### src/rtl/llc_spu_counter.sv
// Per-core LLC traffic counters fed by snooped AXI AR/AW/R handshakes.
// Exposes read/write/outstanding counts through a small register port.
module llc_spu_counter #(
  parameter int unsigned NumCores    = 4,
  parameter int unsigned IdWidth     = 8,
  parameter int unsigned CntWidth    = 32,
  parameter int unsigned CoreIdxBase = 4
) (
  input  logic               clk_i,
  input  logic               rst_ni,
  input  logic               ar_valid_i,
  input  logic               ar_ready_i,
  input  logic [IdWidth-1:0] ar_id_i,
  input  logic               aw_valid_i,
  input  logic               aw_ready_i,
  input  logic [IdWidth-1:0] aw_id_i,
  input  logic               r_valid_i,
  input  logic               r_ready_i,
  input  logic               r_last_i,
  input  logic [IdWidth-1:0] r_id_i,
  input  logic               cfg_req_i,
  input  logic               cfg_we_i,
  input  logic [7:0]         cfg_addr_i,
  input  logic [31:0]        cfg_wdata_i,
  output logic [31:0]        cfg_rdata_o,
  output logic               cfg_rvalid_o,
  output logic               ovf_o
);

  typedef logic [CntWidth-1:0] cnt_t;
  localparam cnt_t CntMax = '1;

  cnt_t rd_q [NumCores];
  cnt_t rd_d [NumCores];
  cnt_t wr_q [NumCores];
  cnt_t wr_d [NumCores];
  cnt_t os_q [NumCores];
  cnt_t os_d [NumCores];

  logic [NumCores-1:0] rd_ovf_q, rd_ovf_d;
  logic [NumCores-1:0] wr_ovf_q, wr_ovf_d;
  logic [NumCores-1:0] undf_q, undf_d;
  logic                en_q, en_d;
  logic [31:0]         rdata_q, rdata_d;
  logic                rvalid_q;

  logic ar_hs, aw_hs, rl_hs;
  logic ctrl_wr, clr;
  logic [31:0] status;

  assign ar_hs = ar_valid_i & ar_ready_i;
  assign aw_hs = aw_valid_i & aw_ready_i;
  assign rl_hs = r_valid_i & r_ready_i & r_last_i;

  assign ctrl_wr = cfg_req_i & cfg_we_i & (cfg_addr_i == 8'h00);
  assign clr     = ctrl_wr & cfg_wdata_i[1];

  logic unused;
  assign unused = ^{cfg_wdata_i[31:2], ar_id_i[IdWidth-4:0],
                    aw_id_i[IdWidth-4:0], r_id_i[IdWidth-4:0]};

  // Crossbar master index lives in the top three ID bits
  function automatic logic is_core(input logic [IdWidth-1:0] id,
                                   input int unsigned c);
    return 32'(id[IdWidth-1 -: 3]) == CoreIdxBase + c;
  endfunction

  always_comb begin
    logic ar_c, aw_c, rl_c;
    en_d     = ctrl_wr ? cfg_wdata_i[0] : en_q;
    rd_ovf_d = rd_ovf_q;
    wr_ovf_d = wr_ovf_q;
    undf_d   = undf_q;
    for (int unsigned c = 0; c < NumCores; c++) begin
      rd_d[c] = rd_q[c];
      wr_d[c] = wr_q[c];
      os_d[c] = os_q[c];
      ar_c = ar_hs & is_core(ar_id_i, c);
      aw_c = aw_hs & is_core(aw_id_i, c);
      rl_c = rl_hs & is_core(r_id_i, c);
      if (en_q && ar_c) begin
        if (rd_q[c] == CntMax) rd_ovf_d[c] = 1'b1;
        else                   rd_d[c] = rd_q[c] + 1'b1;
      end
      if (en_q && aw_c) begin
        if (wr_q[c] == CntMax) wr_ovf_d[c] = 1'b1;
        else                   wr_d[c] = wr_q[c] + 1'b1;
      end
      if (ar_c && !rl_c) begin
        if (os_q[c] != CntMax) os_d[c] = os_q[c] + 1'b1;
      end else if (rl_c && !ar_c) begin
        if (os_q[c] == '0) undf_d[c] = 1'b1;
        else               os_d[c] = os_q[c] - 1'b1;
      end
      if (clr) begin
        rd_d[c] = '0;
        wr_d[c] = '0;
      end
    end
    if (clr) begin
      rd_ovf_d = '0;
      wr_ovf_d = '0;
      undf_d   = '0;
    end
  end

  always_comb begin
    status = '0;
    status[NumCores-1:0]       = undf_q;
    status[8 +: NumCores]      = wr_ovf_q;
    status[8+NumCores +: NumCores] = rd_ovf_q;
  end

  always_comb begin
    rdata_d = '0;
    if (cfg_req_i && !cfg_we_i) begin
      if (cfg_addr_i == 8'h00) rdata_d = {31'd0, en_q};
      if (cfg_addr_i == 8'h04) rdata_d = status;
      for (int unsigned c = 0; c < NumCores; c++) begin
        if (cfg_addr_i == 8'(32'h10 + 8*c)) rdata_d = 32'(rd_q[c]);
        if (cfg_addr_i == 8'(32'h14 + 8*c)) rdata_d = 32'(wr_q[c]);
        if (cfg_addr_i == 8'(32'h40 + 4*c)) rdata_d = 32'(os_q[c]);
      end
    end
  end

  always_ff @(posedge clk_i or negedge rst_ni) begin
    if (!rst_ni) begin
      for (int unsigned c = 0; c < NumCores; c++) begin
        rd_q[c] <= '0;
        wr_q[c] <= '0;
        os_q[c] <= '0;
      end
      rd_ovf_q <= '0;
      wr_ovf_q <= '0;
      undf_q   <= '0;
      en_q     <= 1'b0;
      rdata_q  <= '0;
      rvalid_q <= 1'b0;
    end else begin
      for (int unsigned c = 0; c < NumCores; c++) begin
        rd_q[c] <= rd_d[c];
        wr_q[c] <= wr_d[c];
        os_q[c] <= os_d[c];
      end
      rd_ovf_q <= rd_ovf_d;
      wr_ovf_q <= wr_ovf_d;
      undf_q   <= undf_d;
      en_q     <= en_d;
      rdata_q  <= rdata_d;
      rvalid_q <= cfg_req_i;
    end
  end

  assign cfg_rdata_o  = rdata_q;
  assign cfg_rvalid_o = rvalid_q;
  assign ovf_o        = |{rd_ovf_q, wr_ovf_q};

endmodule

### config.mk
export PLATFORM = sky130hd
export DESIGN_NAME = llc_spu_counter
export DESIGN_NICKNAME = d
export VERILOG_FILES = /design/src/rtl/llc_spu_counter.sv
export SDC_FILE = /design/constraint.sdc
export NUM_CORES = 1
export LEC_CHECK = 0
export CORE_MARGIN = 2
export CORE_UTILIZATION = 63
export CTS_CLUSTER_DIAMETER = 60
export DETAILED_ROUTE_END_ITERATION = 10
export PLACE_DENSITY = 0.82
export SLEW_MARGIN = 40
export SYNTH_ARGS = -nofsm -noshare
export SYNTH_HDL_FRONTEND = slang
export SYNTH_SLANG_ARGS = --single-unit
### constraint.sdc
create_clock -name clk_i -period 7 [get_ports clk_i]
set_clock_uncertainty 0.2 [all_clocks]
set_input_delay 1.4 -clock clk_i [delete_from_list [all_inputs] [get_ports clk_i]]
set_output_delay 1.4 -clock clk_i [all_outputs]
set_load 0.02 [all_outputs]
==> summary.txt <==
CTS Hold Buffers Added -> 0
Clock sinks -> 430
Synth warn -> 0
Status -> finished, final reports clean
Io pins -> 109
Dpl hpwl -> 61.6 mm
RR Endpoint -> wr_q[51]$_DFFE_PN0P_
Crit Path Category -> primary input to register
DIE AREA -> 0.0449 mm2
Clock root buffer -> clkbuf_16
Slowest CP cell -> ha_1
First-pass GRT wire length -> 131 mm
Die Y -> 212 um
Final slew viol count -> 0
Finished Layout Cells -> 3,729
Worst path max stage delay -> 0.53 ns
Endpoints failing setup -> 0
Post-synthesis sequential area ratio -> 39.6%
Cts bufs inserted -> 49
FF-to-FF setup slack -> 3.08 ns
Final Hold Viols -> 0
DP Area -> 0.0285 mm2
CTS resizes -> 0
Worst Setup SP -> ar_id_i[6]
Via Count -> 24.9k
Crit Path Max Fanout -> 15
Tightest Hold Check Type -> register to register
Placed Instances -> 3,638
Worst-margin pin slew -> 0.883 ns
Post-layout minimum cycle time -> 6.04 ns
Share of layout cells above drive strength 1 -> 6.01%
CP cell instances -> clkdlybuf4s50_1 -> nand4_1 -> nor2_1 -> ha_1 -> inv_1 -> ha_1 -> a21oi_1 -> o21ai_0 -> o41ai_1 -> o21ai_0 -> a21oi_1 -> o21ai_0 -> o31ai_1 -> nor3_1 -> a211o_1 -> xor2_1
Post-synthesis cell count -> 3,076
CTS tree -> built
H-tree depth -> 2
Drt initial violations -> 3,335
Hold path depth -> 2
Initial Util -> 63.4%
Tot Pwr -> 10.6 mW
Core Area -> 0.0429 mm2
Final wirelength -> 85.3 mm
Post-route clock period utilization -> 86.3%
Max Cap Viol -> 0
Area grow syn2layout -> 11.1%
# DRC -> 0
Synth unique cells -> 88
RePlAce Congestion -> 1.08
Leak -> 13.5 nW
Mapped Area -> 0.0272 mm2
Mapped Avg Cell Area -> 8.84 um2
Synth Flop Type -> dfrtp_1
Setup bufs post-CTS -> 0
Worst skew pair latency -> 0.60 ns
DRT Pass-1 Iters -> 6
ANT nets after route -> 0
Die width -> 212 um
Hold_sp -> wr_q[51]$_DFFE_PN0P_
PwrDens -> 351 mW/mm2
Largest net degree at the start of global routing -> 106
Mapped Nets -> 3,291
Final core occ -> 70.5%
Async SR Flop Fraction -> 100%
Wire per inst -> 22.9 um
Worst r2r path cells -> 10
Clock Pin Slew Worst Setup and Hold Paths -> 0.06 ns
Worst IR drop on VDD -> 313 uV
Initial antenna violation count -> 1
Ant. Diodes -> 0
Flops & latches, synth -> 430
Worst reg2reg startpoint -> wr_q[36]$_DFFE_PN0P_
Crit. End Element -> register
Finished Cell Area -> 0.0302 mm2
Nets -> 3,322
Worst path buffer plus inverter count -> 2
Total congestion overflow -> 0
Hold EP -> wr_q[51]$_DFFE_PN0P_
Vias in the first global route -> 23.4k
Overall routing resource usage -> 38.0%
Critical Path AT -> 6.31 ns
CTS max path bufs -> 3
CP Launch Type -> primary input
Top delay family on crit path -> compound AO/OA/AOI/OAI gates
CP dominant cell by count -> o21ai_0
Slew headroom -> 40.7%
Drt via density -> 6.68
RSZ-0062 raised after global routing -> false
Row count -> 76
Worst path required time -> 7.27 ns
Post-synth EDFFs -> 0
Fmax -> 0.166 GHz
PortBufs -> 63
Setup TNS -> 0 ns
[cell usage after synthesis (29+ instances only)]
master / n / area, um2
a21o_1: 45 / 338
a21oi_1: 159 / 796
ha_1: 136 / 1700
nand2_1: 291 / 1090
or3_1: 30 / 188
xnor2_1: 116 / 1020
a22oi_1: 84 / 631
nand3_1: 121 / 606
clkbuf_1: 108 / 405
nor3_1: 46 / 230
nor2_1: 391 / 1470
inv_1: 60 / 225
a31oi_1: 29 / 181
nor4_1: 44 / 275
and4_1: 36 / 315
nand4_1: 111 / 694
and3_1: 49 / 307
a221oi_1: 46 / 403
dfrtp_1: 430 / 10800
xor2_1: 225 / 1970
o21ai_0: 200 / 1000
nand2b_1: 29 / 181
[where the power goes]
group	switching (mW)	internal, mW	leakage, nW
registers	0.819	2.84	5.80
clock network	1.11	1.60	0.831
logic	2.36	1.89	6.83
[cell families (layout without fill, tap and decap cells)]
kind of cell,count (synthesis),count (layout),synth area share [%]
DFF,430,430,39.6
muxes,22,22,0.846
xor gates and xnor gates,341,341,11.0
adders and majority gates,140,140,6.55
and+or+nand+nor,1239,1239,22.3
buffers and inverters,182,250,2.58
AOI/OAI and AO/OA,722,722,17.2
[state kept, by name (all words and copies together) (netlist names)]
name	flops
os_q	128
rd_q	128
wr_q	128
cfg_rdata_o	32
rd_ovf_q	4
undf_q	4
wr_ovf_q	4
cfg_rvalid_o	1
en_q	1
[layout make-up]
class | instances | area (um2)
inverter | 60 | 225
clock buffer | 66 | 1450
multi-input combinational | 2464 | 15800
fill | 3201 | 12700
timing repair buffer | 102 | 1000
sequential | 430 | 10800
tap | 585 | 732
clock inverter | 22 | 244
[per-stage QoR]
step	setup WS, ns	hold WS, ns
global route	0.645	0.376
global placement	0.692	0.318
floorplan	1.80	0.263
detailed placement	0.508	0.328
finish	0.961	0.361
CTS	1.12	0.351
[metal layers]
layer	track usage [%]	up-vias	part of all wire, %
li1	-	11200	-
met1	50.5	12000	39
met2	56.7	1409	43
met3	10.6	269	12
met4	19.9	2	5.9
met5	0	-	0.012
[layout by cell type (no fill, tap or decap), types with 44 or more instances in the layout]
| master | count |
|---|---|
| inv_1 | 59 |
| a22oi_1 | 84 |
| dfrtp_1 | 430 |
| and3_1 | 49 |
| a21o_1 | 45 |
| nand2_1 | 291 |
| nor2_1 | 381 |
| nor4_1 | 44 |
| o21ai_0 | 200 |
| xnor2_1 | 116 |
| clkdlybuf4s50_1 | 62 |
| xor2_1 | 225 |
| a21oi_1 | 159 |
| ha_1 | 136 |
| clkbuf_16 | 49 |
| nand3_1 | 121 |
| nand4_1 | 111 |
| nor3_1 | 46 |
[worst register-to-register path: cells and delay by family (launching register included)]
family          cells  cell delay, ns
compound gates      2            1.13
simple gates        7            1.84
xor+xnor            1            0.16
flops               1            0.45
[how the worst max path moves through the flow]
stage	slack, ns	cells after the start	end
3_3_place_gp	0.69	16	os_q[63]$_DFFE_PN0P_
2_1_floorplan	1.80	15	os_q[127]$_DFFE_PN0P_
4_1_cts	1.12	16	os_q[63]$_DFFE_PN0P_
5_1_grt	0.65	16	os_q[63]$_DFFE_PN0P_
6_report	0.96	16	os_q[63]$_DFFE_PN0P_
3_5_place_dp	0.51	16	os_q[63]$_DFFE_PN0P_
No activity file was read; power rests on OpenSTA's default activity.
